==> src/rtl/ex_stage_if.sv <==
// Bundle of the AZ execute stage: decoded instruction from ID, forwarding
// value back to ID, and the registered EX bundle toward MEM (and back to ID).
interface ex_stage_if;
    logic [29:0] id_pc;
    logic        id_en;
    logic [3:0]  id_alu_op;
    logic [31:0] id_alu_in_0;
    logic [31:0] id_alu_in_1;
    logic        id_br_flag;
    logic [1:0]  id_mem_op;
    logic [31:0] id_mem_wr_data;
    logic [1:0]  id_ctrl_op;
    logic [4:0]  id_dst_addr;
    logic        id_gpr_we_;
    logic [2:0]  id_exp_code;

    logic [31:0] fwd_data;

    logic [29:0] ex_pc;
    logic        ex_en;
    logic        ex_br_flag;
    logic [1:0]  ex_mem_op;
    logic [31:0] ex_mem_wr_data;
    logic [1:0]  ex_ctrl_op;
    logic [4:0]  ex_dst_addr;
    logic        ex_gpr_we_;
    logic [2:0]  ex_exp_code;
    logic [31:0] ex_out;

    modport master (
        output id_pc, id_en, id_alu_op, id_alu_in_0, id_alu_in_1, id_br_flag,
               id_mem_op, id_mem_wr_data, id_ctrl_op, id_dst_addr, id_gpr_we_,
               id_exp_code,
        input  fwd_data,
        input  ex_pc, ex_en, ex_br_flag, ex_mem_op, ex_mem_wr_data, ex_ctrl_op,
               ex_dst_addr, ex_gpr_we_, ex_exp_code, ex_out
    );

    modport slave (
        input  id_pc, id_en, id_alu_op, id_alu_in_0, id_alu_in_1, id_br_flag,
               id_mem_op, id_mem_wr_data, id_ctrl_op, id_dst_addr, id_gpr_we_,
               id_exp_code,
        output fwd_data,
        output ex_pc, ex_en, ex_br_flag, ex_mem_op, ex_mem_wr_data, ex_ctrl_op,
               ex_dst_addr, ex_gpr_we_, ex_exp_code, ex_out
    );
endinterface

==> src/rtl/ex_stage.sv <==
// AZ execute stage: ALU with signed-overflow detection, combinational
// forwarding, and the ID->EX pipeline register with stall/flush/interrupt.
module ex_stage (
    input  logic      clk,
    input  logic      reset,
    input  logic      stall,
    input  logic      flush,
    input  logic      int_detect,
    ex_stage_if.slave bus
);
    typedef enum logic [3:0] {
        ALU_NOP  = 4'd0,
        ALU_AND  = 4'd1,
        ALU_OR   = 4'd2,
        ALU_XOR  = 4'd3,
        ALU_ADDS = 4'd4,
        ALU_ADDU = 4'd5,
        ALU_SUBS = 4'd6,
        ALU_SUBU = 4'd7,
        ALU_SHRL = 4'd8,
        ALU_SHLL = 4'd9
    } alu_op_e;

    typedef enum logic [2:0] {
        EXP_NO_EXP   = 3'd0,
        EXP_OVERFLOW = 3'd3
    } exp_code_e;

    typedef struct packed {
        logic [29:0] pc;
        logic        en;
        logic        br_flag;
        logic [1:0]  mem_op;
        logic [31:0] mem_wr_data;
        logic [1:0]  ctrl_op;
        logic [4:0]  dst_addr;
        logic        gpr_we_;
        logic [2:0]  exp_code;
        logic [31:0] out;
    } ex_bundle_t;

    localparam ex_bundle_t BUBBLE = '{
        pc:          '0,
        en:          1'b0,
        br_flag:     1'b0,
        mem_op:      '0,
        mem_wr_data: '0,
        ctrl_op:     '0,
        dst_addr:    '0,
        gpr_we_:     1'b1,
        exp_code:    EXP_NO_EXP,
        out:         '0
    };

    logic [31:0] alu_a;
    logic [31:0] alu_b;
    logic [31:0] sum;
    logic [31:0] diff;
    logic [31:0] alu_out;
    logic        of;
    ex_bundle_t  ex_d;
    ex_bundle_t  ex_q;

    assign alu_a = bus.id_alu_in_0;
    assign alu_b = bus.id_alu_in_1;
    assign sum   = alu_a + alu_b;
    assign diff  = alu_a - alu_b;

    always_comb begin
        alu_out = '0;
        of      = 1'b0;
        case (bus.id_alu_op)
            ALU_NOP:  alu_out = alu_a;
            ALU_AND:  alu_out = alu_a & alu_b;
            ALU_OR:   alu_out = alu_a | alu_b;
            ALU_XOR:  alu_out = alu_a ^ alu_b;
            ALU_ADDS: begin
                alu_out = sum;
                of      = (alu_a[31] == alu_b[31]) && (sum[31] != alu_a[31]);
            end
            ALU_ADDU: alu_out = sum;
            ALU_SUBS: begin
                alu_out = diff;
                of      = (alu_a[31] != alu_b[31]) && (diff[31] != alu_a[31]);
            end
            ALU_SUBU: alu_out = diff;
            ALU_SHRL: alu_out = alu_a >> alu_b[4:0];
            ALU_SHLL: alu_out = alu_a << alu_b[4:0];
            default:  alu_out = '0;
        endcase
    end

    assign bus.fwd_data = alu_out;

    // Stall outranks flush/interrupt; an overflow replaces any incoming
    // exception code and suppresses the register write and memory access.
    always_comb begin
        ex_d = ex_q;
        if (!stall) begin
            if (flush || int_detect) begin
                ex_d = BUBBLE;
            end else begin
                ex_d.pc          = bus.id_pc;
                ex_d.en          = bus.id_en;
                ex_d.br_flag     = bus.id_br_flag;
                ex_d.mem_op      = bus.id_mem_op;
                ex_d.mem_wr_data = bus.id_mem_wr_data;
                ex_d.ctrl_op     = bus.id_ctrl_op;
                ex_d.dst_addr    = bus.id_dst_addr;
                ex_d.gpr_we_     = bus.id_gpr_we_;
                ex_d.exp_code    = bus.id_exp_code;
                ex_d.out         = alu_out;
                if (of && bus.id_en) begin
                    ex_d.exp_code = EXP_OVERFLOW;
                    ex_d.gpr_we_  = 1'b1;
                    ex_d.mem_op   = '0;
                end
            end
        end
    end

    always_ff @(posedge clk or negedge reset) begin
        if (!reset) begin
            ex_q <= BUBBLE;
        end else begin
            ex_q <= ex_d;
        end
    end

    assign bus.ex_pc          = ex_q.pc;
    assign bus.ex_en          = ex_q.en;
    assign bus.ex_br_flag     = ex_q.br_flag;
    assign bus.ex_mem_op      = ex_q.mem_op;
    assign bus.ex_mem_wr_data = ex_q.mem_wr_data;
    assign bus.ex_ctrl_op     = ex_q.ctrl_op;
    assign bus.ex_dst_addr    = ex_q.dst_addr;
    assign bus.ex_gpr_we_     = ex_q.gpr_we_;
    assign bus.ex_exp_code    = ex_q.exp_code;
    assign bus.ex_out         = ex_q.out;
endmodule

==> src/flat_wrapper.sv <==
// flat-port wrapper written by rule: the top's interface ports become plain ports
module ex_stage_flat 
  (clk, reset, stall, flush, int_detect, bus_id_pc, bus_id_en, bus_id_alu_op, bus_id_alu_in_0, bus_id_alu_in_1, bus_id_br_flag, bus_id_mem_op, bus_id_mem_wr_data, bus_id_ctrl_op, bus_id_dst_addr, bus_id_gpr_we_, bus_id_exp_code, bus_fwd_data, bus_ex_pc, bus_ex_en, bus_ex_br_flag, bus_ex_mem_op, bus_ex_mem_wr_data, bus_ex_ctrl_op, bus_ex_dst_addr, bus_ex_gpr_we_, bus_ex_exp_code, bus_ex_out);
  ex_stage_if bus_i ();
  input  logic clk;
  input  logic reset;
  input  logic stall;
  input  logic flush;
  input  logic int_detect;
  input wire logic [$bits(bus_i.id_pc)-1:0] bus_id_pc;
  input wire logic [$bits(bus_i.id_en)-1:0] bus_id_en;
  input wire logic [$bits(bus_i.id_alu_op)-1:0] bus_id_alu_op;
  input wire logic [$bits(bus_i.id_alu_in_0)-1:0] bus_id_alu_in_0;
  input wire logic [$bits(bus_i.id_alu_in_1)-1:0] bus_id_alu_in_1;
  input wire logic [$bits(bus_i.id_br_flag)-1:0] bus_id_br_flag;
  input wire logic [$bits(bus_i.id_mem_op)-1:0] bus_id_mem_op;
  input wire logic [$bits(bus_i.id_mem_wr_data)-1:0] bus_id_mem_wr_data;
  input wire logic [$bits(bus_i.id_ctrl_op)-1:0] bus_id_ctrl_op;
  input wire logic [$bits(bus_i.id_dst_addr)-1:0] bus_id_dst_addr;
  input wire logic [$bits(bus_i.id_gpr_we_)-1:0] bus_id_gpr_we_;
  input wire logic [$bits(bus_i.id_exp_code)-1:0] bus_id_exp_code;
  output wire logic [$bits(bus_i.fwd_data)-1:0] bus_fwd_data;
  output wire logic [$bits(bus_i.ex_pc)-1:0] bus_ex_pc;
  output wire logic [$bits(bus_i.ex_en)-1:0] bus_ex_en;
  output wire logic [$bits(bus_i.ex_br_flag)-1:0] bus_ex_br_flag;
  output wire logic [$bits(bus_i.ex_mem_op)-1:0] bus_ex_mem_op;
  output wire logic [$bits(bus_i.ex_mem_wr_data)-1:0] bus_ex_mem_wr_data;
  output wire logic [$bits(bus_i.ex_ctrl_op)-1:0] bus_ex_ctrl_op;
  output wire logic [$bits(bus_i.ex_dst_addr)-1:0] bus_ex_dst_addr;
  output wire logic [$bits(bus_i.ex_gpr_we_)-1:0] bus_ex_gpr_we_;
  output wire logic [$bits(bus_i.ex_exp_code)-1:0] bus_ex_exp_code;
  output wire logic [$bits(bus_i.ex_out)-1:0] bus_ex_out;
  assign bus_i.id_pc = bus_id_pc;
  assign bus_i.id_en = bus_id_en;
  assign bus_i.id_alu_op = bus_id_alu_op;
  assign bus_i.id_alu_in_0 = bus_id_alu_in_0;
  assign bus_i.id_alu_in_1 = bus_id_alu_in_1;
  assign bus_i.id_br_flag = bus_id_br_flag;
  assign bus_i.id_mem_op = bus_id_mem_op;
  assign bus_i.id_mem_wr_data = bus_id_mem_wr_data;
  assign bus_i.id_ctrl_op = bus_id_ctrl_op;
  assign bus_i.id_dst_addr = bus_id_dst_addr;
  assign bus_i.id_gpr_we_ = bus_id_gpr_we_;
  assign bus_i.id_exp_code = bus_id_exp_code;
  assign bus_fwd_data = bus_i.fwd_data;
  assign bus_ex_pc = bus_i.ex_pc;
  assign bus_ex_en = bus_i.ex_en;
  assign bus_ex_br_flag = bus_i.ex_br_flag;
  assign bus_ex_mem_op = bus_i.ex_mem_op;
  assign bus_ex_mem_wr_data = bus_i.ex_mem_wr_data;
  assign bus_ex_ctrl_op = bus_i.ex_ctrl_op;
  assign bus_ex_dst_addr = bus_i.ex_dst_addr;
  assign bus_ex_gpr_we_ = bus_i.ex_gpr_we_;
  assign bus_ex_exp_code = bus_i.ex_exp_code;
  assign bus_ex_out = bus_i.ex_out;
  ex_stage u_core (.clk(clk), .reset(reset), .stall(stall), .flush(flush), .int_detect(int_detect), .bus(bus_i));
endmodule
==> config.mk <==
export PLATFORM = sky130hd
export DESIGN_NAME = ex_stage_flat
export DESIGN_NICKNAME = d
export VERILOG_FILES = /design/src/rtl/ex_stage_if.sv /design/src/rtl/ex_stage.sv /design/src/flat_wrapper.sv
export SDC_FILE = /design/constraint.sdc
export NUM_CORES = 1
export LEC_CHECK = 0
export BUFFER_PORTS_ARGS = -buffer_cell sky130_fd_sc_hd__buf_2
export CORE_AREA = 2 2 210 212
export DETAILED_ROUTE_END_ITERATION = 6
export DIE_AREA = 0 0 212 214
export SLEW_MARGIN = 5
export SYNTH_ARGS = -nofsm -noshare
export SYNTH_HDL_FRONTEND = slang
export SYNTH_SLANG_ARGS = --single-unit
==> constraint.sdc <==
create_clock -name clk -period 4 [get_ports clk]
set_input_delay 0 -clock clk [delete_from_list [all_inputs] [get_ports clk]]
set_output_delay 0 -clock clk [all_outputs]
set_load 0.03 [all_outputs]
==> reports/metrics.yaml, run 1 <==
reg2reg_slack_ns: 3.16
synth.distinct_cells: 84
clk_latency_ns: 0.36
cts_hold_buffers: 80
cts.sinks: 109
hold_class: "input pin to register"
drtAntennaViolNets: 0
die_h_um: 214
cts_tree: "built"
grt_use_total: 0.248
p_leak_nw: 7.55
setup-tns-final_ns: 0
die_w_um: 212
synth_flop_cell: "dfrtp_1"
hpwl_um: 44700
ys_warn_count: 0
drive_gt1_frac: 0.227
cts_setup_buffers: 0
peakVddDrop_mv: 0.189
min_to: "u_core.bus.ex_mem_wr_data[1]$_DFFE_PN0N_"
most-common-layout-cells: "buf_2 (287), nor2_1 (146), inv_1 (125)"
drt-total-wl_um: 58000
synth_edf_count: 0
pin_count: 291
syn_nets: 1813
m1WireLength_um: 24500
postPlaceCellArea_mm2: 0.0147
grt_max_degree: 75
port_buffers: 290
core_mm2: 0.0429
cp.required_ns: 4.00
vias: 14100
grt_pass1_wl_um: 86000
cts-root-buf: "clkbuf_16"
top_layer_used: "met5"
tightest_slew_ns: 0.977
status: "finished clean"
finalSetupViolCount: 0
gr-total-overflow: 0
drv_cap: 0
ys_ff_latch: 109
h-tree-depth: 3
start_util: 0.297
syn_area_per_cell_um2: 8.18
min_from: "stall"
final_common_cell: "buf_2"
ys_async_sr_fraction: 1.00
critPathMaxFanout: 5
vias_per_cell: 5.78
fin_crit_sh: 0.844
skew_ns: 0
antenna_found_initial: 3
wire_per_inst_um: 23.8
maxSlewViolCount: 0
r2r-start: "u_core.bus.ex_out[22]$_DFFE_PN0N_"
grt_pass1_vias: 13600
final.fill_count: 4425
num_antenna_cells: 0
met3_length_um: 5620
arrival_ns: 3.38
critPathKind: "input pin to output pin"
hold_viol: 0
path_clk_slew_ns: 0.07
rsz0062_at_grt: "no"
numCtsBuffers: 9
first_pass_iters: 5
start_kind: "input pin"
syn_area_mm2: 0.0128
finalNetCount: 2101
gp_congestion: 0.976
cp-end-kind: "output pin"
drcViolationCount: 0
power.density_mw_per_mm2: 263
synth-seq-area-share: 0.214
fp-row-count: 76
synth_cells: 1559
stdcell_area_mm2: 0.0158
relSlewSlack: 0.342
reg2reg_depth: 1
hold_path_depth: 2
r2r_end: "u_core.bus.ex_out[22]$_DFFE_PN0N_"
cts_buffer_depth: 2
first_iter_violations: 1748
fmax_mhz: 296
synthToLayoutAreaGrowth_pct: 23.7
die_area_mm2: 0.0454
wl_met2_um: 25700
cts.repair.resized: 0
post-route-min-period_ns: 3.38
-- worst max path at each step --
| stage | start | end | slack [ns] | cells past startpoint |
|---|---|---|---|---|
| finish | bus_id_alu_in_0[0] | bus_fwd_data[26] | 0.62 | 13 |
| floorplan | bus_id_alu_in_1[2] | u_core.bus.ex_out[16]$_DFFE_PN0N_ | 0.33 | 13 |
| detailed placement | bus_id_alu_in_0[0] | u_core.bus.ex_out[28]$_DFFE_PN0N_ | 0.57 | 13 |
| CTS | bus_id_alu_in_0[0] | bus_fwd_data[28] | 0.68 | 13 |
| global placement | bus_id_alu_in_0[18] | u_core.bus.ex_mem_op[0]$_DFFE_PN0N_ | 0.59 | 12 |
| global route | bus_id_alu_in_0[18] | bus_fwd_data[27] | 0.45 | 13 |
-- area by class of cell --
type | count | area (um2) | area share
Clock buffer | 9 | 225 | 0.0143
Clock inverter | 6 | 53.8 | 0.00341
Inverter | 129 | 484 | 0.0307
Multi-Input combinational cell | 1197 | 9050 | 0.574
Sequential cell | 109 | 2730 | 0.173
Tap cell | 585 | 732 | 0.0464
Timing Repair Buffer | 401 | 2500 | 0.159
-- synthesized netlist by cell type (5+ instances only) --
library cell,instances,share of area
a211o_1,15,0.010
a211oi_1,32,0.019
a21o_1,23,0.014
a21oi_1,121,0.047
a221o_1,7,0.0055
a221oi_1,5,0.0034
a22o_1,96,0.066
a22oi_1,23,0.014
a31oi_1,13,0.0064
a32o_1,6,0.0047
and3_1,7,0.0034
buf_1,19,0.0056
buf_2,21,0.0082
clkbuf_1,83,0.024
dfrtp_1,108,0.21
ha_1,102,0.10
inv_1,126,0.037
mux2_2,9,0.0079
mux2i_1,69,0.054
mux4_2,47,0.083
nand2_1,91,0.027
nand2b_1,15,0.0074
nand3_1,26,0.010
nand4_1,11,0.0054
nor2_1,146,0.043
nor2b_1,11,0.0054
nor3_1,32,0.013
nor4_1,14,0.0069
o211ai_1,22,0.013
o21a_1,6,0.0035
o21ai_0,99,0.039
o21bai_1,10,0.0059
o221ai_1,7,0.0048
o22ai_1,8,0.0039
o31ai_1,10,0.0059
or3_1,18,0.0088
xnor2_1,21,0.014
-- critical path, cell delays in order --
cell and delay (ns):
buf_2 0.12, inv_1 0.07, ha_1 0.22, fa_1 0.41, o21ba_2 0.24, o311a_1 0.38
o2111ai_2 0.32, nand3_1 0.20, o221ai_1 0.43, a211o_1 0.22, xnor2_1 0.08, o221ai_1 0.39
buf_2 0.28
-- kinds of logic (layout without fill, tap and decap cells) --
group	after synthesis	count (layout)	synth area share
and+or+nand+nor	394	394	0.143
AOI/OAI and AO/OA	550	550	0.301
DFF	109	109	0.214
xor gates and xnor gates	24	24	0.0165
muxes	125	125	0.145
buffers and inverters	253	545	0.0771
adders and majority gates	104	104	0.103
-- flip-flops by register name, summed over array words and instances, names as in the netlist --
signal                     flops
u_core.bus.ex_mem_wr_data     32
u_core.bus.ex_out             32
u_core.bus.ex_pc              30
u_core.bus.ex_dst_addr         5
u_core.bus.ex_exp_code         3
u_core.bus.ex_ctrl_op          2
u_core.bus.ex_mem_op           2
u_core.bus.ex_br_flag          1
u_core.bus.ex_en               1
u_core.bus.ex_gpr_we_          1
-- routing by layer --
metal | vias up | global-route usage
li1 | 6364 | -
met1 | 6796 | 0.334
met2 | 787 | 0.385
met3 | 126 | 0.0534
met4 | 6 | 0.102
met5 | - | 0
-- through the flow --
stage | util | cells | worst slack (ns) | hold slack, ns | power [mW]
detailed placement | 0.343 | 2341 | 0.566 | 0.189 | 3.19
floorplan | - | 1559 | 0.327 | -0.296 | 2.46
CTS | 0.368 | 2436 | 0.680 | 0.248 | 4.14
global placement | 0.343 | 2341 | 0.589 | 0.187 | 3.18
finish | 0.368 | 2436 | 0.624 | 0.268 | 4.16
global route | 0.368 | 2436 | 0.453 | 0.288 | 4.36
-- where the power goes --
group	internal [mW]	total, mW	leakage, nW	switching [mW]
clock	0.432	0.876	0.135	0.444
sequential	1.16	1.20	1.47	0.0351
combinational	0.711	2.08	5.94	1.37
No activity file was read; power rests on OpenSTA's default activity.
==> inputs of run 2 (changes only) <==
--- a/config.mk
+++ b/config.mk
@@ -5,10 +5,11 @@
 export SDC_FILE = /design/constraint.sdc
 export NUM_CORES = 1
 export LEC_CHECK = 0
+export ABC_AREA = 1
 export BUFFER_PORTS_ARGS = -buffer_cell sky130_fd_sc_hd__buf_2
-export CORE_AREA = 2 2 210 212
+export CORE_AREA = 2 2 215 217
 export DETAILED_ROUTE_END_ITERATION = 6
-export DIE_AREA = 0 0 212 214
+export DIE_AREA = 0 0 217 219
 export SLEW_MARGIN = 5
 export SYNTH_ARGS = -nofsm -noshare
 export SYNTH_HDL_FRONTEND = slang
==> constraint.sdc (replaced) <==
create_clock -name clk -period 3.45 [get_ports clk]
set_input_delay 0 -clock clk [delete_from_list [all_inputs] [get_ports clk]]
set_output_delay 0 -clock clk [all_outputs]
set_load 0.03 [all_outputs]
==> run 2 against run 1 <==
Compared with the run above: die area rose by 4.8%; setup slack got worse by 0.054 ns; routed wire length rose by 25%; clock skew did not move; non-clock buffer count rose by 1; area after synthesis rose by 4.9%; design area rose by 3.7%; global-route usage rose by 4.4 points; cell count rose by 27%; combinational power rose by 13%; critical path type unchanged; synthesized cell count rose by 40%.
==> reports/metrics.yaml, run 2 <==
vias_per_cell: 5.57  # -3.7%
syn_area_mm2: 0.0134  # +4.9%
hold_viol: 0  # unchanged
start_util: 0.297  # -0.000792
slowest_delay_ns: 0.60  # +0.17 ns
internal_power_mw: 2.55  # +11%
syn_nets: 2430  # +34%
reg2reg_depth: 3  # +2
synth_top_area_frac: 0.202  # -0.00981
finalSetupViolCount: 0  # unchanged
synth-seq-area-share: 0.204  # -0.00990
final_common_cell: "nand2_1"
wire_per_inst_um: 23.4  # -1.6%
synth.top_cells.by_count: "nand2_1 (636), nand3_1 (268), inv_1 (217)"
crit_buf_inv: 5  # +2
fin_cells: 3082  # +27%
drt-total-wl_um: 72300  # +25%
synthToLayoutAreaGrowth_pct: 22.3
clk_latency_ns: 0.36  # about the same
path_cells: "buf_2 -> buf_12 -> inv_2 -> nand2_1 -> o21ai_1 -> nand2_1 -> nand2_1 -> nand2_2 -> nor2_2 -> nand2_1 -> o21ai_1 -> nor3_1 -> buf_4 -> nand2_1 -> buf_2"
synth_edf_count: 0  # unchanged
core_mm2: 0.0451  # +5.1%
cts_setup_buffers: 0  # unchanged
first_iter_violations: 2386  # +36%
fp-row-count: 78  # +2.6%
hpwl_um: 57500  # +29%
stdcell_area_mm2: 0.0164  # +3.7%
finalNetCount: 2728  # +30%
first_pass_iters: 6  # +1
grt_pass1_wl_um: 104000  # +21%
synth_cells: 2176  # +40%
swShare: 0.467  # +0.0222
endpoint: "bus_fwd_data[5]"
p_clk_frac: 0.217  # +0.006
postPlaceCellArea_mm2: 0.0153  # +3.8%
die_w_um: 217  # +2.4%
synthTopCellsByArea: "dfrtp_1 (20%), nand2_1 (18%), nand3_1 (10%), ha_1 (9.5%), inv_1 (6.1%)"
cp-end-kind: "output pin"
synth.distinct_cells: 52  # -38%
start_kind: "input pin"
die_h_um: 219  # +2.3%
maxSlewViolCount: 0  # unchanged
final.fill_count: 5002  # +13%
critPathKind: "input pin to output pin"
synth_most_common_cell: "nand2_1"
p_leak_nw: 8.83  # +17%
gr-total-overflow: 0  # unchanged
die_area_mm2: 0.0475  # +4.8%
yosys.area.top_type: "dfrtp_1"
most-common-layout-cells: "nand2_1 (636), buf_2 (288), nand3_1 (268)"
ys_warn_count: 0  # unchanged
r2r-start: "u_core.bus.ex_gpr_we_$_DFFE_PN1N_"
crit_cells: 15  # +2
tightest_slew_ns: 1.13  # +0.152 ns
drcViolationCount: 0  # unchanged
rsz0062_at_grt: "no"
cts-root-buf: "clkbuf_16"
cp.required_ns: 3.45  # -0.55 ns
critPathMostFrequentCell: "nand2_1"
skew_ns: 0  # unchanged
slowest_stage: "nor3_1"
port_buffers: 290  # unchanged
ys_async_sr_fraction: 1.00  # unchanged
peakVddDrop_mv: 0.252  # +33%
status: "finished clean"
path_clk_slew_ns: 0.07  # about the same
reg2reg_slack_ns: 2.15  # -1.01 ns
cts.sinks: 109  # unchanged
cts_buffer_depth: 2  # unchanged
h-tree-depth: 3  # unchanged
post-route-min-period_ns: 2.88
comb_power_share: 0.493  # -0.008
path_delay_family: "simple AND/OR/NAND/NOR gates"
power.net_switching_mw: 2.24  # +21%
relSlewSlack: 0.247  # -0.0945
antenna_found_initial: 0  # -3
r2r_end: "u_core.bus.ex_gpr_we_$_DFFE_PN1N_"
dpl.cell_count: 2983  # +27%
cts.repair.resized: 0  # unchanged
vias: 17200  # +22%
pwr-share-seq: 0.291  # +0.003
grt_max_degree: 109  # +45%
setup-tns-final_ns: 0  # unchanged
cp-startpoint: "bus_id_alu_in_1[0]"
hold_class: "input pin to register"
power.density_mw_per_mm2: 293  # +11%
fin_crit_sh: 0.835
cts_tree: "built"
numCtsBuffers: 9  # unchanged
arrival_ns: 2.88  # -0.50 ns
synth_flop_cell: "dfrtp_1"
syn_area_per_cell_um2: 6.15  # -25%
critPathMaxFanout: 46  # +41
drive_gt1_frac: 0.159  # -0.0684
ys_ff_latch: 109  # unchanged
grt_use_total: 0.293  # +0.0444
drv_cap: 0  # unchanged
fmax_mhz: 347
drtAntennaViolNets: 0  # unchanged
utilization: 0.363  # -0.00504
grt_pass1_vias: 16200  # +19%
pin_count: 291  # unchanged
gp_congestion: 1.03  # +5.0%
[run 2: changes by cell type in the layout (fill, tap and decap cells not counted), moves of 23 or more]
cell	change
a211oi_1	-30
nand3_1	+242
a22o_1	-25
a21oi_1	-28
mux4_2	-47
mux2i_1	-61
nand2_1	+545
o21ai_1	+34
a22oi_1	-23
o22ai_1	+24
nor2_1	+34
inv_1	+91
[run 2: through the flow]
| step | power (mW) | hold WS [ns] | worst slack (ns) |
|---|---|---|---|
| floorplan | 2.80 | -0.296 | 0.929 |
| global placement | 3.64 | 0.0605 | 0.573 |
| detailed placement | 3.64 | 0.0642 | 0.578 |
| CTS | 4.76 | 0.153 | 0.641 |
| global route | 5.04 | 0.191 | 0.477 |
| finish | 4.80 | 0.151 | 0.570 |
[run 2: final cells by class]
class | instances | area, um2 | area share
clock buffers | 10 | 239 | 0.0146
well taps | 600 | 751 | 0.0459
repair buffers | 402 | 2520 | 0.154
multi-input cells | 1726 | 9210 | 0.563
diodes | 3 | 7.51 | 0.000459
inverters | 226 | 850 | 0.0519
clock inverters | 6 | 55.1 | 0.00336
flip-flops and latches | 109 | 2730 | 0.167
[run 2: kinds of logic (layout without fill, tap and decap cells)]
family	after synthesis	after routing	share of synthesized area
AND/OR/NAND/NOR	1187	1187	0.379
multiplexers	8	8	0.00599
adder cells (fa/ha/maj)	104	104	0.0984
buffers and inverters	341	644	0.108
AO/OA/AOI/OAI	423	423	0.202
XOR/XNOR	4	4	0.00262
other	0	3	0
flip-flops	109	109	0.204
[run 2: metal layers]
metal | track usage | wire [um] | part of all wire
met2 | 0.454 | 31900 | 0.44
met5 | 0 | 0 | 0
met4 | 0.120 | 3200 | 0.044
met1 | 0.397 | 30200 | 0.42
met3 | 0.0575 | 6900 | 0.096
[run 2: power by group through the flow]
stage,Combinational (mW),Clock [mW],Sequential [mW]
floorplan,1.25,0,1.55
global placement,2.23,0,1.41
detailed placement,2.22,0,1.41
CTS,2.31,1.06,1.39
global route,2.53,1.11,1.40
finish,2.36,1.04,1.39
[run 2: worst register-to-register path, delay by kind of cell, from the launching register on]
kind	cells	cell delay (ns)
buffers and inverters	1	0.56
AOI/OAI and AO/OA	1	0.11
DFF	1	0.53
and+or+nand+nor	1	0.04
[run 2: worst min path at each step]
stage                                  start                                         to  slack [ns]  depth (start not counted)
after floorplan                        reset          u_core.bus.ex_br_flag$_DFFE_PN0N_       -0.30                          0
final                     bus_id_alu_in_0[0]           u_core.bus.ex_out[0]$_DFFE_PN0N_        0.15                          5
after global routing      bus_id_alu_in_0[0]           u_core.bus.ex_out[0]$_DFFE_PN0N_        0.19                          5
after CTS                 bus_id_alu_in_0[0]           u_core.bus.ex_out[0]$_DFFE_PN0N_        0.15                          5
after detailed placement               reset           u_core.bus.ex_pc[17]$_DFFE_PN0N_        0.06                          1
after global placement                 reset  u_core.bus.ex_mem_wr_data[23]$_DFFE_PN0N_        0.06                          1
[run 2: timing repair]
item                       4_1_cts  5_1_grt
hold buffers                    80        0
setup endpoints to repair        0        0
hold endpoints to repair       124        0
==> inputs of run 3 (changes only) <==
==> constraint.sdc (replaced) <==
create_clock -name clk -period 2.55 [get_ports clk]
set_input_delay 0 -clock clk [delete_from_list [all_inputs] [get_ports clk]]
set_output_delay 0 -clock clk [all_outputs]
set_load 0.03 [all_outputs]
==> run 3 against run 2 <==
Compared with the run above: largest power group unchanged; non-clock buffer count rose by 155; die area did not move; global-route usage rose by 0.68 points; largest cell class unchanged; sequential power rose by 36%; register-to-register slack got worse by 0.42 ns; critical path depth fell by 5; clock skew did not move; design area rose by 7.6%.
==> reports/metrics.yaml, run 3 (synthesis results as in run 2) <==
status: "finished clean"
die_w_um: 217  # unchanged
postPlaceCellArea_mm2: 0.0165  # +8.1%
synthToLayoutAreaGrowth_pct: 31.7
fp-row-count: 78  # unchanged
die_area_mm2: 0.0475  # unchanged
final_common_cell: "nand2_1"
antenna_found_initial: 0  # unchanged
peakVddDrop_mv: 0.331  # +31%
vias_per_cell: 5.41  # -2.8%
setup-tns-final_ns: 0  # unchanged
arrival_ns: 2.43  # -0.45 ns
power_mw: 6.84  # +43%
fin_cells: 3235  # +5.0%
critPathKind: "input pin to output pin"
whs_ns: 0.0704  # -0.0802 ns
p_leak_nw: 9.61  # +8.9%
finalNetCount: 2883  # +5.7%
first_pass_iters: 6  # unchanged
clk_latency_ns: 0.36  # about the same
final-seq-area_mm2: 0.00273  # unchanged
fmax_mhz: 411
hpwl_um: 60000  # +4.2%
cts_setup_buffers: 0  # unchanged
power.density_mw_per_mm2: 388  # +32%
multiInputGateArea_mm2: 0.00924  # +0.31%
fin_crit_sh: 0.954
tightest_slew_ns: 1.12  # -0.00855 ns
gr-total-overflow: 0  # unchanged
grt_use_total: 0.300  # +0.00685
slowest_delay_ns: 0.56  # -0.04 ns
slowest_stage: "nand2_1"
cp.required_ns: 2.55  # -0.90 ns
drcViolationCount: 0  # unchanged
grt_max_degree: 109  # unchanged
post-route-min-period_ns: 2.43
core_mm2: 0.0451  # unchanged
rsz0062_at_grt: "yes"
vias: 17500  # +2.0%
maxSlewViolCount: 0  # unchanged
wire_per_inst_um: 22.7  # -3.0%
numCtsBuffers: 9  # unchanged
relSlewSlack: 0.253  # +0.00570
path_delay_family: "simple AND/OR/NAND/NOR gates"
skew_ns: 0  # unchanged
pin_count: 291  # unchanged
cts-root-buf: "clkbuf_16"
final.fill_count: 4931  # -1.4%
cts.sinks: 109  # unchanged
drive_gt1_frac: 0.211  # +0.0522
cts_tree: "built"
finalSetupViolCount: 0  # unchanged
path_clk_slew_ns: 0.08  # about the same
start_kind: "input pin"
path_cells: "buf_2 -> nor2_2 -> buf_4 -> nand2_1 -> o22ai_1 -> nor2_1 -> nand3_1 -> nor2_1 -> nand3_1 -> buf_2"
drtAntennaViolNets: 0  # unchanged
dpl.cell_count: 3139  # +5.2%
h-tree-depth: 3  # unchanged
hold_viol: 0  # unchanged
cts_buffer_depth: 2  # unchanged
crit_buf_inv: 3  # -2
cp-end-kind: "output pin"
gp_congestion: 1.07  # +4.1%
drv_cap: 0  # unchanged
critPathMaxFanout: 19  # -59%
port_buffers: 290  # unchanged
grt_pass1_wl_um: 107000  # +2.5%
start_util: 0.297  # unchanged
hold_class: "input pin to register"
die_h_um: 219  # unchanged
drt-total-wl_um: 73600  # +1.8%
stdcell_area_mm2: 0.0176  # +7.6%
first_iter_violations: 2161  # -9.4%
most-common-layout-cells: "nand2_1 (636), buf_2 (288), nand3_1 (266)"
grt_pass1_vias: 16600  # +2.7%
## run 3: cell count changes in the layout (fill, tap and decap cells not counted), sizes merged
cell and change:
dlygate4sd3 -1, clkinvlp -1, bufinv +1, diode -2
buf +156
## run 3: final cells by class
| class | count | share of cell area |
|---|---|---|
| antenna | 1 | 0.000142 |
| clock buffer | 10 | 0.0130 |
| clock inverter | 6 | 0.00391 |
| inverter | 226 | 0.0482 |
| multi-input combinational | 1726 | 0.524 |
| sequential | 109 | 0.155 |
| tap | 600 | 0.0426 |
| timing repair buffer | 557 | 0.213 |
## run 3: where the power goes
part	switching, mW	internal (mW)
clock network	0.689	0.775
logic	2.33	1.15
registers	0.0624	1.82
total	3.08	3.75
## run 3: stage by stage
stage	util	setup slack [ns]
floorplan	-	0.0285
global placement	0.366	0.0357
detailed placement	0.366	0.0394
CTS	0.390	0.0501
global route	0.391	-0.0640
finish	0.391	0.117
## run 3: path summary, 6_finish.rpt
path / end / startpoint / slack (ns) / cells past startpoint
max in group asynchronous: u_core.bus.ex_out[25]$_DFFE_PN0N_ / reset / 1.48 / 3
setup / recovery: bus_fwd_data[27] / bus_id_alu_op[2] / 0.12 / 10
hold / removal: u_core.bus.ex_gpr_we_$_DFFE_PN1N_ / flush / 0.07 / 5
min in group asynchronous: u_core.bus.ex_mem_wr_data[22]$_DFFE_PN0N_ / reset / 0.29 / 2
hold reg to reg: u_core.bus.ex_out[5]$_DFFE_PN0N_ / u_core.bus.ex_out[5]$_DFFE_PN0N_ / 0.48 / 2
setup reg to reg: u_core.bus.ex_pc[27]$_DFFE_PN0N_ / u_core.bus.ex_pc[27]$_DFFE_PN0N_ / 1.73 / 1
## run 3: routing by layer
layer	part of all wire	GRT usage	vias to the layer above
met2	0.45	0.474	911
met1	0.42	0.399	8267
li1	-	-	8166
met4	0.052	0.138	0
met3	0.078	0.0491	158
met5	0	0	-
## run 3: tightest hold or removal path, stage by stage
cell,delay (ns)
buf_2,0.08
nor2_1,0.03
nand2_1,0.09
nor2_1,0.05
a21oi_1,0.14
## run 3: repair_timing
action                                  4_1_cts  5_1_grt
hold buffers                                 79        0
gates resized for setup                       0        9
endpoints found under the hold margin       136        0
endpoints found under the setup margin        0       12
